<file path="config.mk">
export PLATFORM = sky130hd
export DESIGN_NAME = otter_trap_seq
export DESIGN_NICKNAME = d
export VERILOG_FILES = /design/src/rtl/otter_trap_seq.sv
export SDC_FILE = /design/constraint.sdc
export NUM_CORES = 1
export LEC_CHECK = 0
export BUFFER_PORTS_ARGS = -buffer_cell sky130_fd_sc_hd__buf_2
export CAP_MARGIN = 20
export CORE_UTILIZATION = 46
export CTS_CLUSTER_SIZE = 40
export DETAILED_ROUTE_END_ITERATION = 12
export GPL_ROUTABILITY_DRIVEN = 1
export HOLD_SLACK_MARGIN = 0.03
export PLACE_DENSITY = 0.76
export SYNTH_ARGS = -nofsm -noshare
export SYNTH_HDL_FRONTEND = slang
export SYNTH_SLANG_ARGS = --single-unit
</file>
<file path="constraint.sdc">
create_clock -name CLK -period 1.9 [get_ports CLK]
set_input_delay 0.095 -clock CLK [delete_from_list [all_inputs] [get_ports CLK]]
set_output_delay 0.095 -clock CLK [all_outputs]
set_load 0.01 [all_outputs]
</file>
<file path="src/rtl/otter_trap_seq.sv">
// Interrupt/mret sequencer for the pipelined OTTER core: synchronises INT, holds a
// pending flag, drains the back of the pipe and hands the CSR file a trap with its return PC.
module otter_trap_seq #(
  parameter int DRAIN_CYCLES = 3,
  parameter int SYNC_STAGES  = 2
) (
  input  logic        CLK,
  input  logic        RST,
  input  logic        INT,
  input  logic        MIE,
  input  logic [31:0] DEC_PC,
  input  logic        DEC_MRET,
  input  logic        REDIRECT,
  input  logic        STALL,
  output logic        PC_WRITE,
  output logic        FLUSH,
  output logic        SEL_TRAP,
  output logic        SEL_MRET,
  output logic        INT_TAKEN,
  output logic [31:0] EPC,
  output logic        BUSY
);

  typedef enum logic [1:0] {RUN, DRAIN, TAKE, MRET} state_t;

  state_t                 state;
  logic [SYNC_STAGES-1:0] sync;
  logic                   int_s;
  logic                   int_q;
  logic                   int_rise;
  logic                   pending;
  logic [3:0]             cnt;

  assign int_s    = sync[SYNC_STAGES-1];
  assign int_rise = int_s & ~int_q;

  always_ff @(posedge CLK or posedge RST) begin
    if (RST) begin
      sync  <= '0;
      int_q <= 1'b0;
    end else begin
      sync  <= {sync[SYNC_STAGES-2:0], INT};
      int_q <= int_s;
    end
  end

  // Pending clears in TAKE; an edge landing in that same cycle is absorbed with it.
  always_ff @(posedge CLK or posedge RST) begin
    if (RST) begin
      state   <= RUN;
      pending <= 1'b0;
      cnt     <= '0;
      EPC     <= '0;
    end else begin
      if (state == TAKE) pending <= 1'b0;
      else if (int_rise) pending <= 1'b1;
      case (state)
        RUN: begin
          if (DEC_MRET && !STALL) begin
            state <= MRET;
          end else if (pending && MIE && !REDIRECT && !STALL) begin
            state <= DRAIN;
            EPC   <= DEC_PC;
            cnt   <= 4'(DRAIN_CYCLES - 1);
          end
        end
        DRAIN: begin
          // Once committed, a falling MIE does not abort the drain.
          if (cnt == 4'd0) state <= TAKE;
          else             cnt   <= cnt - 4'd1;
        end
        TAKE:    state <= RUN;
        MRET:    state <= RUN;
        default: state <= RUN;
      endcase
    end
  end

  assign PC_WRITE  = (state == RUN) ? ~STALL : (state != DRAIN);
  assign FLUSH     = (state != RUN);
  assign BUSY      = (state != RUN);
  assign SEL_TRAP  = (state == TAKE);
  assign INT_TAKEN = (state == TAKE);
  assign SEL_MRET  = (state == MRET);

endmodule

</file>
==> results of run 1 <==
## path summary, 6_finish.rpt
path	end	slack [ns]
setup / recovery	cnt[1]	0.19
hold / removal	state[0]	0.11
setup reg to reg	cnt[1]	0.19
hold reg to reg	sync[1]	0.38
max in group asynchronous	EPC[19]	1.14
min in group asynchronous	EPC[30]	0.39
## cell usage after synthesis, drive strengths merged
library cell,n,share of area
a221oi,1,0.0052
nand2,3,0.0067
buf,7,0.025
nand3b,1,0.0045
and2,1,0.0037
nor2,2,0.0045
nor2b,3,0.011
and4bb,1,0.0074
nand4,1,0.0037
a32o,1,0.0067
or3b,1,0.0052
mux2,33,0.22
inv,6,0.013
a21oi,1,0.0030
a31oi,2,0.0074
nand3,2,0.0059
or2b,1,0.0045
o21bai,1,0.0045
o211ai,1,0.0045
dfrtp,42,0.62
nand2b,1,0.0037
o21ai,2,0.0059
nor3,1,0.0030
ha,2,0.015
## area by class of cell
class                      instances  area share
clock buffer                       6      0.0200
clock inverter                     2      0.0234
inverter                           6     0.00876
multi-input combinational         62       0.222
sequential                        42       0.409
tap                               46      0.0224
timing repair buffer             115       0.295
## cell families after synthesis
logic type      after synthesis  synth area share
compound gates                9            0.0371
buf+inv                      13            0.0386
simple gates                 18            0.0638
mux                          33             0.223
fa+ha+maj                     2            0.0148
flops                        42             0.623
## tightest hold or removal path: cells and delay by family
kind / cells / cell delay [ns]
AO/OA/AOI/OAI: 1 / 0.08
buffers and inverters: 1 / 0.09
AND/OR/NAND/NOR: 2 / 0.17
## flip-flops by register name (all words and copies together), names as in the netlist
signal	cells
cnt	4
sync	2
EPC	32
pending	1
state	2
int_q	1
## cells in the final DEF (no fill, tap or decap), types with 2 or more instances in the layout
cell           Yosys  layout
buf_2              4      76
inv_1              6       6
dlygate4sd3_1      0      34
o21ai_0            2       2
nor2_1             2       2
mux2_2            30      30
bufinv_16          0       2
nand2_1            3       3
buf_4              3       5
mux2_1             2       2
clkbuf_4           0       5
ha_1               2       2
nor2b_1            3       3
dfrtp_1           42      42
a31oi_1            2       2
nand3_1            2       2
## metal layers
metal  vias to the layer above  part of all wire  wire length, microns
li1                        637                 -                     -
met1                       620              0.38                  1430
met2                        52              0.55                  2080
met3                        10             0.055                   209
met4                         0             0.024                    90
met5                         -                 0                     0
## what timing repair did
item,CTS,global route
hold buffers,34,0
gates resized for setup,0,0
buffers inserted,0,0
hold endpoints to repair,75,0
## where the power goes
part	leakage [nW]	switching, mW	total, mW	internal [mW]
combinational	0.762	0.639	1.35	0.712
sequential	0.525	0.225	1.52	1.30
clock	0.0585	0.273	0.719	0.446
total	1.34	1.14	3.59	2.45
==> results.toml, run 1 <==
[status]
status = "finished, final reports clean"

[global_route]
grt.overflow.total = 0
grt.busiest_layer = "met2"
antenna_found_initial = 0
grt_usage = 0.218
use_met2 = 0.408
use_met1 = 0.221
grt_max_degree = 43
grt_pass1_vias = 1407
grt_use_met3 = 0.0693
grt_pass1_wl_microns = 6350

[worst_setup_path]
crit_family = "flip-flops"
critPathArrivalTime_ns = 1.95
cp_num_cells = 5
r2r_start = "cnt[0]"
worst-setup-path-type = "reg -> reg"
critPathLaunchType = "register"
r2r_cells = 5
slowest_stage = "dfrtp_1"
critPathMaxStageDelay_ns = 0.40
worstPathRequired_ns = 2.14
path_cells = "inv_1 > ha_1 > or3b_1 > a32o_2 > mux2_4"
critical_path.endpoint_type = "register"
path_max_fanout = 4
startpoint = "cnt[0]"
crit_buf_inv = 1

[yosys]
netlist_instances = 117
ys_ff_latch = 42
ys.warnings.count = 0
seq_area_frac_synth = 0.623
synth_cell_types = 27
syn_area_sq_mm = 0.00169
synth_fp_nets = 158
syn_avg_cell_area_sq_um = 14.4

[clock_tree]
clock_sinks = 42
cts_root_buf = "clkbuf_4"
insertion_delay_ns = 0.36
cts_tree = "done"
clkTransAtPathRegs_ns = 0.11
cts_made_buffers = 5
clock_path_buffers = 2
htreeDepth = 2

[sta]
final.period_utilization = 0.897
fin_setup_tns_ns = 0
fin_skew_ns = 0.0216
setup_viol = 0
drv_slew = 0
fmax_mhz = 587
fin_crit_ns = 1.71
setup_slack_ns = 0.195
rsz0062_at_grt = "false"
worst_pin_slew_ns = 0.504
finalHoldViolCount = 0
maxSlewHeadroom = 0.664
hold_slack_ns = 0.114

[drt]
vias = 1319
drt_pass1_iterations = 4
post-route-drc-count = 0
viasPerCell = 4.73
drt_iter0_drc = 21
wirelength_microns = 3810
wl_per_cell_microns = 13.7
ant_nets = 0

[floorplanning]
core_region_area_sq_mm = 0.00342
pin_count = 77
die_y_microns = 62.6
die_area_sq_mm = 0.00391
die_w_microns = 62.6
num_rows = 21
start_util = 0.494

[placed_design]
place_area_sq_mm = 0.00212
hpwl_microns = 2520
place_ws_ns = 0.222
io_buffers = 76
dp_cells = 237
finalWeightedCongestion = 0.759

[min_path]
hold_class = "in -> reg"
min-delay-start = "DEC_MRET"
min_path_cells = 4

[final_layout]
fin_nets = 273
area.growth.synth_to_final_pct = 52.4
seqCellArea_sq_mm = 0.00105
antenna-diode-count = 0
post-route-util = 0.753
finalInstanceArea_sq_mm = 0.00257
stdcell_count = 279
multi_input_area_sq_um = 571
nFillCells = 232
drive_gt1_frac = 0.524

[power]
vdd_drop_max_v = 0.000896
power.density_mw_per_mm2 = 1400
finalPower_mw = 3.59
leakage_nw = 1.34

[job]
drv_cap = 0
No activity file was read; power rests on OpenSTA's default activity.
==> inputs of run 2 (changes only) <==
--- a/config.mk
+++ b/config.mk
@@ -7,12 +7,12 @@
 export LEC_CHECK = 0
 export BUFFER_PORTS_ARGS = -buffer_cell sky130_fd_sc_hd__buf_2
 export CAP_MARGIN = 20
-export CORE_UTILIZATION = 46
+export CORE_UTILIZATION = 49
 export CTS_CLUSTER_SIZE = 40
 export DETAILED_ROUTE_END_ITERATION = 12
 export GPL_ROUTABILITY_DRIVEN = 1
 export HOLD_SLACK_MARGIN = 0.03
-export PLACE_DENSITY = 0.76
+export PLACE_DENSITY = 0.8
 export SYNTH_ARGS = -nofsm -noshare
 export SYNTH_HDL_FRONTEND = slang
 export SYNTH_SLANG_ARGS = --single-unit
==> constraint.sdc (replaced) <==
create_clock -name CLK -period 2 [get_ports CLK]
set_input_delay 0.1 -clock CLK [delete_from_list [all_inputs] [get_ports CLK]]
set_output_delay 0.1 -clock CLK [all_outputs]
set_load 0.01 [all_outputs]
==> run 2 against run 1 <==
Net effect:
- combinational power is 5% lower
- register-to-register slack worse by 0.03 ns
- highest routed layer unchanged
- largest power group unchanged
- via count grew 0.45%
- clock skew decreased by 0.014 ns
- first-iteration DRC count grew 67%
==> results.toml, run 2 (synthesized netlist as in run 1, its figures left out) <==
[final_layout]
fin_nets = 273
post-route-util = 0.798
largest_register_ffs = 32
layout_common_cells = "buf_2, dfrtp_1, dlygate4sd3_1"
largest_registers = "EPC: 32 flops, cnt: 4 flops"
regMostFlops = "EPC"
final_common_cell = "buf_2"
area.growth.synth_to_final_pct = 49.3
drive_gt1_frac = 0.519
antenna-diode-count = 0
nFillCells = 190

[sta]
worst_pin_slew_ns = 0.775
drv_slew = 0
fin_skew_ns = 0.00749
fin_setup_tns_ns = 0
rsz0062_at_grt = "false"
finalHoldViolCount = 0
fin_crit_ns = 1.84
hold_slack_ns = 0.132
final.period_utilization = 0.920
maxSlewHeadroom = 0.482
fmax_mhz = 544
setup_viol = 0

[clock_tree]
post_cts_resized = 0
clock_path_buffers = 2
htreeDepth = 2
cts_tree = "done"
insertion_delay_ns = 0.33
cts_made_buffers = 5
cts_root_buf = "clkbuf_4"
clkTransAtPathRegs_ns = 0.10
clock_sinks = 42

[drt]
ant_nets = 0
wirelength_microns = 3750
drt_iter0_drc = 35
post-route-drc-count = 0
wl_per_cell_microns = 13.5
drt_pass1_iterations = 4
vias = 1325
viasPerCell = 4.78

[status]
status = "finished, final reports clean"

[worst_setup_path]
worstPathRequired_ns = 2.22
critPathArrivalTime_ns = 2.06
critPathMaxStageDelay_ns = 0.44
worst-setup-path-type = "reg -> reg"
path_cells = "inv_1 > ha_1 > or3b_1 > a32o_2 > mux2_4"
crit_family = "simple AND/OR/NAND/NOR gates"
slowest_stage = "or3b_1"
path_max_fanout = 6
critPathLaunchType = "register"
crit_buf_inv = 1
critical_path.endpoint_type = "register"

[floorplanning]
die_w_microns = 60.7
die_area_sq_mm = 0.00368
core_region_area_sq_mm = 0.00315
pin_count = 77
num_rows = 20
start_util = 0.535
die_y_microns = 60.7

[power]
power.density_mw_per_mm2 = 1250
vdd_drop_max_v = 0.000846
leakage_nw = 1.32

[placed_design]
finalWeightedCongestion = 0.817
hpwl_microns = 2550
io_buffers = 76

[global_route]
grt_max_degree = 23
grt.overflow.total = 0
grt_pass1_vias = 1421
grt_pass1_wl_microns = 5850
grt_usage = 0.221
antenna_found_initial = 0

[job]
drv_cap = 0

[min_path]
hold_class = "in -> reg"
run 2: cell count changes in the layout (fill, tap and decap cells not counted), sizes merged:
cell    change
bufinv      -2
clkbuf      +1
clkinv      +1
run 2: area by class of cell:
type,instances,area [sq um],area share
inverter,6,22.5,0.00895
clock buffer,7,55.1,0.0219
multi-input combinational,62,571,0.227
sequential,42,1050,0.417
tap,44,55.1,0.0219
clock inverter,1,5.00,0.00199
timing repair buffer,115,758,0.301
run 2: metal layers:
layer	wire length (microns)	track usage	vias to the layer above
li1	-	-	634
met1	1460	0.228	632
met2	2040	0.422	51
met3	195	0.0554	8
met4	52	0.0942	0
met5	0	0	-
run 2: power by group:
group / leakage (nW) / switching [mW] / internal, mW
clock: 0.0353 / 0.246 / 0.171
combinational: 0.762 / 0.602 / 0.675
sequential: 0.525 / 0.213 / 1.23
run 2: repair_timing:
action                    CTS  global route
hold buffers               34             0
hold endpoints to repair   53             0
setup buffers               0             0
run 2: through the flow:
step / setup slack (ns) / cells / power [mW] / cell area, sq um
6_report: 0.161 / 277 / 3.14 / 2520
2_1_floorplan: 0.282 / 117 / 2.17 / 1690
5_1_grt: 0.0931 / 277 / 3.37 / 2520
4_1_cts: 0.166 / 277 / 3.16 / 2520
3_5_place_dp: 0.189 / 235 / 2.69 / 2120
3_3_place_gp: 0.287 / 235 / 2.61 / 2120
run 2: worst paths after layout:
check                          from  slack, ns        to  cells after the start
setup reg to reg             cnt[0]       0.16    cnt[1]                      5
hold / removal             DEC_MRET       0.13  state[0]                      4
max in group asynchronous       RST       0.88    cnt[0]                      4
hold reg to reg             sync[0]       0.37   sync[1]                      0
setup / recovery             cnt[0]       0.16    cnt[1]                      5
min in group asynchronous       RST       0.47    EPC[8]                      3
run 2: worst register-to-register path: cells and delay by family, from the launching register on:
family	cells	cell delay [ns]
fa+ha+maj	1	0.17
flops	1	0.40
simple gates	1	0.44
buf+inv	1	0.13
mux	1	0.30
compound gates	1	0.30
==> inputs of run 3 (changes only) <==
--- a/config.mk
+++ b/config.mk
@@ -7,7 +7,9 @@
 export LEC_CHECK = 0
 export BUFFER_PORTS_ARGS = -buffer_cell sky130_fd_sc_hd__buf_2
 export CAP_MARGIN = 20
-export CORE_UTILIZATION = 49
+export CELL_PAD_IN_SITES_DETAIL_PLACEMENT = 0
+export CELL_PAD_IN_SITES_GLOBAL_PLACEMENT = 2
+export CORE_UTILIZATION = 31
 export CTS_CLUSTER_SIZE = 40
 export DETAILED_ROUTE_END_ITERATION = 12
 export GPL_ROUTABILITY_DRIVEN = 1
==> run 3 against run 2 <==
Net effect:
- clock-buffer cell count increased by 1
- clock skew decreased by 0.0050 ns
- via count down 9.6%
- critical path depth unchanged
- worst hold slack worse by 0.093 ns
- critical path type unchanged
==> results.toml, run 3 (synthesized netlist as in run 1, its figures left out) <==
[power]
vdd_drop_max_v = 0.000631
leakage_nw = 1.23
power.density_mw_per_mm2 = 1410

[worst_setup_path]
critPathMaxStageDelay_ns = 0.44
worst-setup-path-type = "reg -> reg"
worstPathRequired_ns = 2.18
path_max_fanout = 6
crit_family = "simple AND/OR/NAND/NOR gates"
critical_path.endpoint_type = "register"
critPathLaunchType = "register"
critPathArrivalTime_ns = 1.98
crit_buf_inv = 1
path_cells = "inv_1 > ha_1 > or3b_1 > a32o_2 > mux2_4"
slowest_stage = "or3b_1"

[drt]
viasPerCell = 4.34
drt_pass1_iterations = 4
vias = 1198
wirelength_microns = 3550
drt_iter0_drc = 50
wl_per_cell_microns = 12.8
post-route-drc-count = 0
ant_nets = 0

[final_layout]
drive_gt1_frac = 0.587
multi_input_area_sq_um = 571
area.growth.synth_to_final_pct = 38.3
fin_nets = 246
post-route-util = 0.451
largest_registers = "EPC: 32 flops, cnt: 4 flops"
regMostFlops = "EPC"
seqCellArea_sq_mm = 0.00105
antenna-diode-count = 0
nFillCells = 483
finalInstanceArea_sq_mm = 0.00233
stdcell_count = 276
largest_register_ffs = 32
final_common_cell = "buf_2"
layout_common_cells = "buf_2, dfrtp_1, mux2_2"

[floorplanning]
die_area_sq_mm = 0.00574
core_region_area_sq_mm = 0.00517
pin_count = 77
die_y_microns = 75.8
num_rows = 26
die_w_microns = 75.8
start_util = 0.326

[global_route]
grt_max_degree = 43
antenna_found_initial = 0
grt_usage = 0.126
grt.overflow.total = 0
grt_pass1_wl_microns = 5220
grt_pass1_vias = 1128

[sta]
fin_skew_ns = 0.00245
maxSlewHeadroom = 0.650
final.period_utilization = 0.898
rsz0062_at_grt = "false"
finalHoldViolCount = 0
fin_crit_ns = 1.80
fin_setup_tns_ns = 0
fmax_mhz = 557
worst_pin_slew_ns = 0.525
drv_slew = 0
setup_viol = 0

[clock_tree]
cts_root_buf = "clkbuf_8"
clock_path_buffers = 2
cts_made_buffers = 5
clkTransAtPathRegs_ns = 0.08
insertion_delay_ns = 0.29
cts_tree = "done"
clock_sinks = 42
htreeDepth = 2

[min_path]
hold_class = "in -> reg"

[placed_design]
dp_cells = 260
io_buffers = 76
hpwl_microns = 2590
finalWeightedCongestion = 0.628
place_area_sq_mm = 0.00214

[job]
drv_cap = 0

[status]
status = "finished, final reports clean"
## run 3: final cells by class
type / count / share of cell area
clock buffers: 8 / 0.0472
inverters: 6 / 0.00966
multi-input cells: 62 / 0.245
flip-flops and latches: 42 / 0.451
well taps: 70 / 0.0376
repair buffers: 88 / 0.210
## run 3: repair_timing
| action | in CTS | in global routing |
|---|---|---|
| endpoints found under the hold margin | 46 | 3 |
| gates resized for setup | 0 | 0 |
| buffers inserted | 0 | 0 |
| endpoints found under the setup margin | 0 | 0 |
| hold buffers | 5 | 3 |
## run 3: path summary, 6_finish.rpt
check                      endpoint       start  slack, ns  cells after the start
setup / recovery             cnt[1]      cnt[0]       0.20                      5
hold / removal              EPC[17]  DEC_PC[17]       0.04                      2
setup reg to reg             cnt[1]      cnt[0]       0.20                      5
hold reg to reg             sync[1]     sync[0]       0.35                      0
max in group asynchronous   EPC[18]         RST       1.17                      4
min in group asynchronous   EPC[17]         RST       0.47                      4
## run 3: layer usage
metal  routed length (microns)  vias up  GRT usage  part of all wire
met5                         0        -          0                 0
met4                        58        0     0.0514             0.016
met3                       142        6     0.0437             0.040
met2                      1860       35      0.198              0.52
met1                      1490      583      0.159              0.42
li1                          -      574          -                 -
## run 3: power breakdown
part | internal [mW] | total [mW] | switching, mW
clock | 0.348 | 0.623 | 0.275
combinational | 0.639 | 1.23 | 0.588
sequential | 1.23 | 1.43 | 0.199
## run 3: per-stage QoR
| step | total power, mW | setup slack [ns] | hold slack [ns] |
|---|---|---|---|
| final | 3.28 | 0.204 | 0.0390 |
| after global routing | 3.53 | 0.0966 | 0.0319 |
| after CTS | 3.33 | 0.203 | 0.0302 |
| after detailed placement | 2.69 | 0.218 | 0.212 |
| after global placement | 2.62 | 0.282 | 0.210 |
| after floorplan | 2.17 | 0.282 | 0.131 |
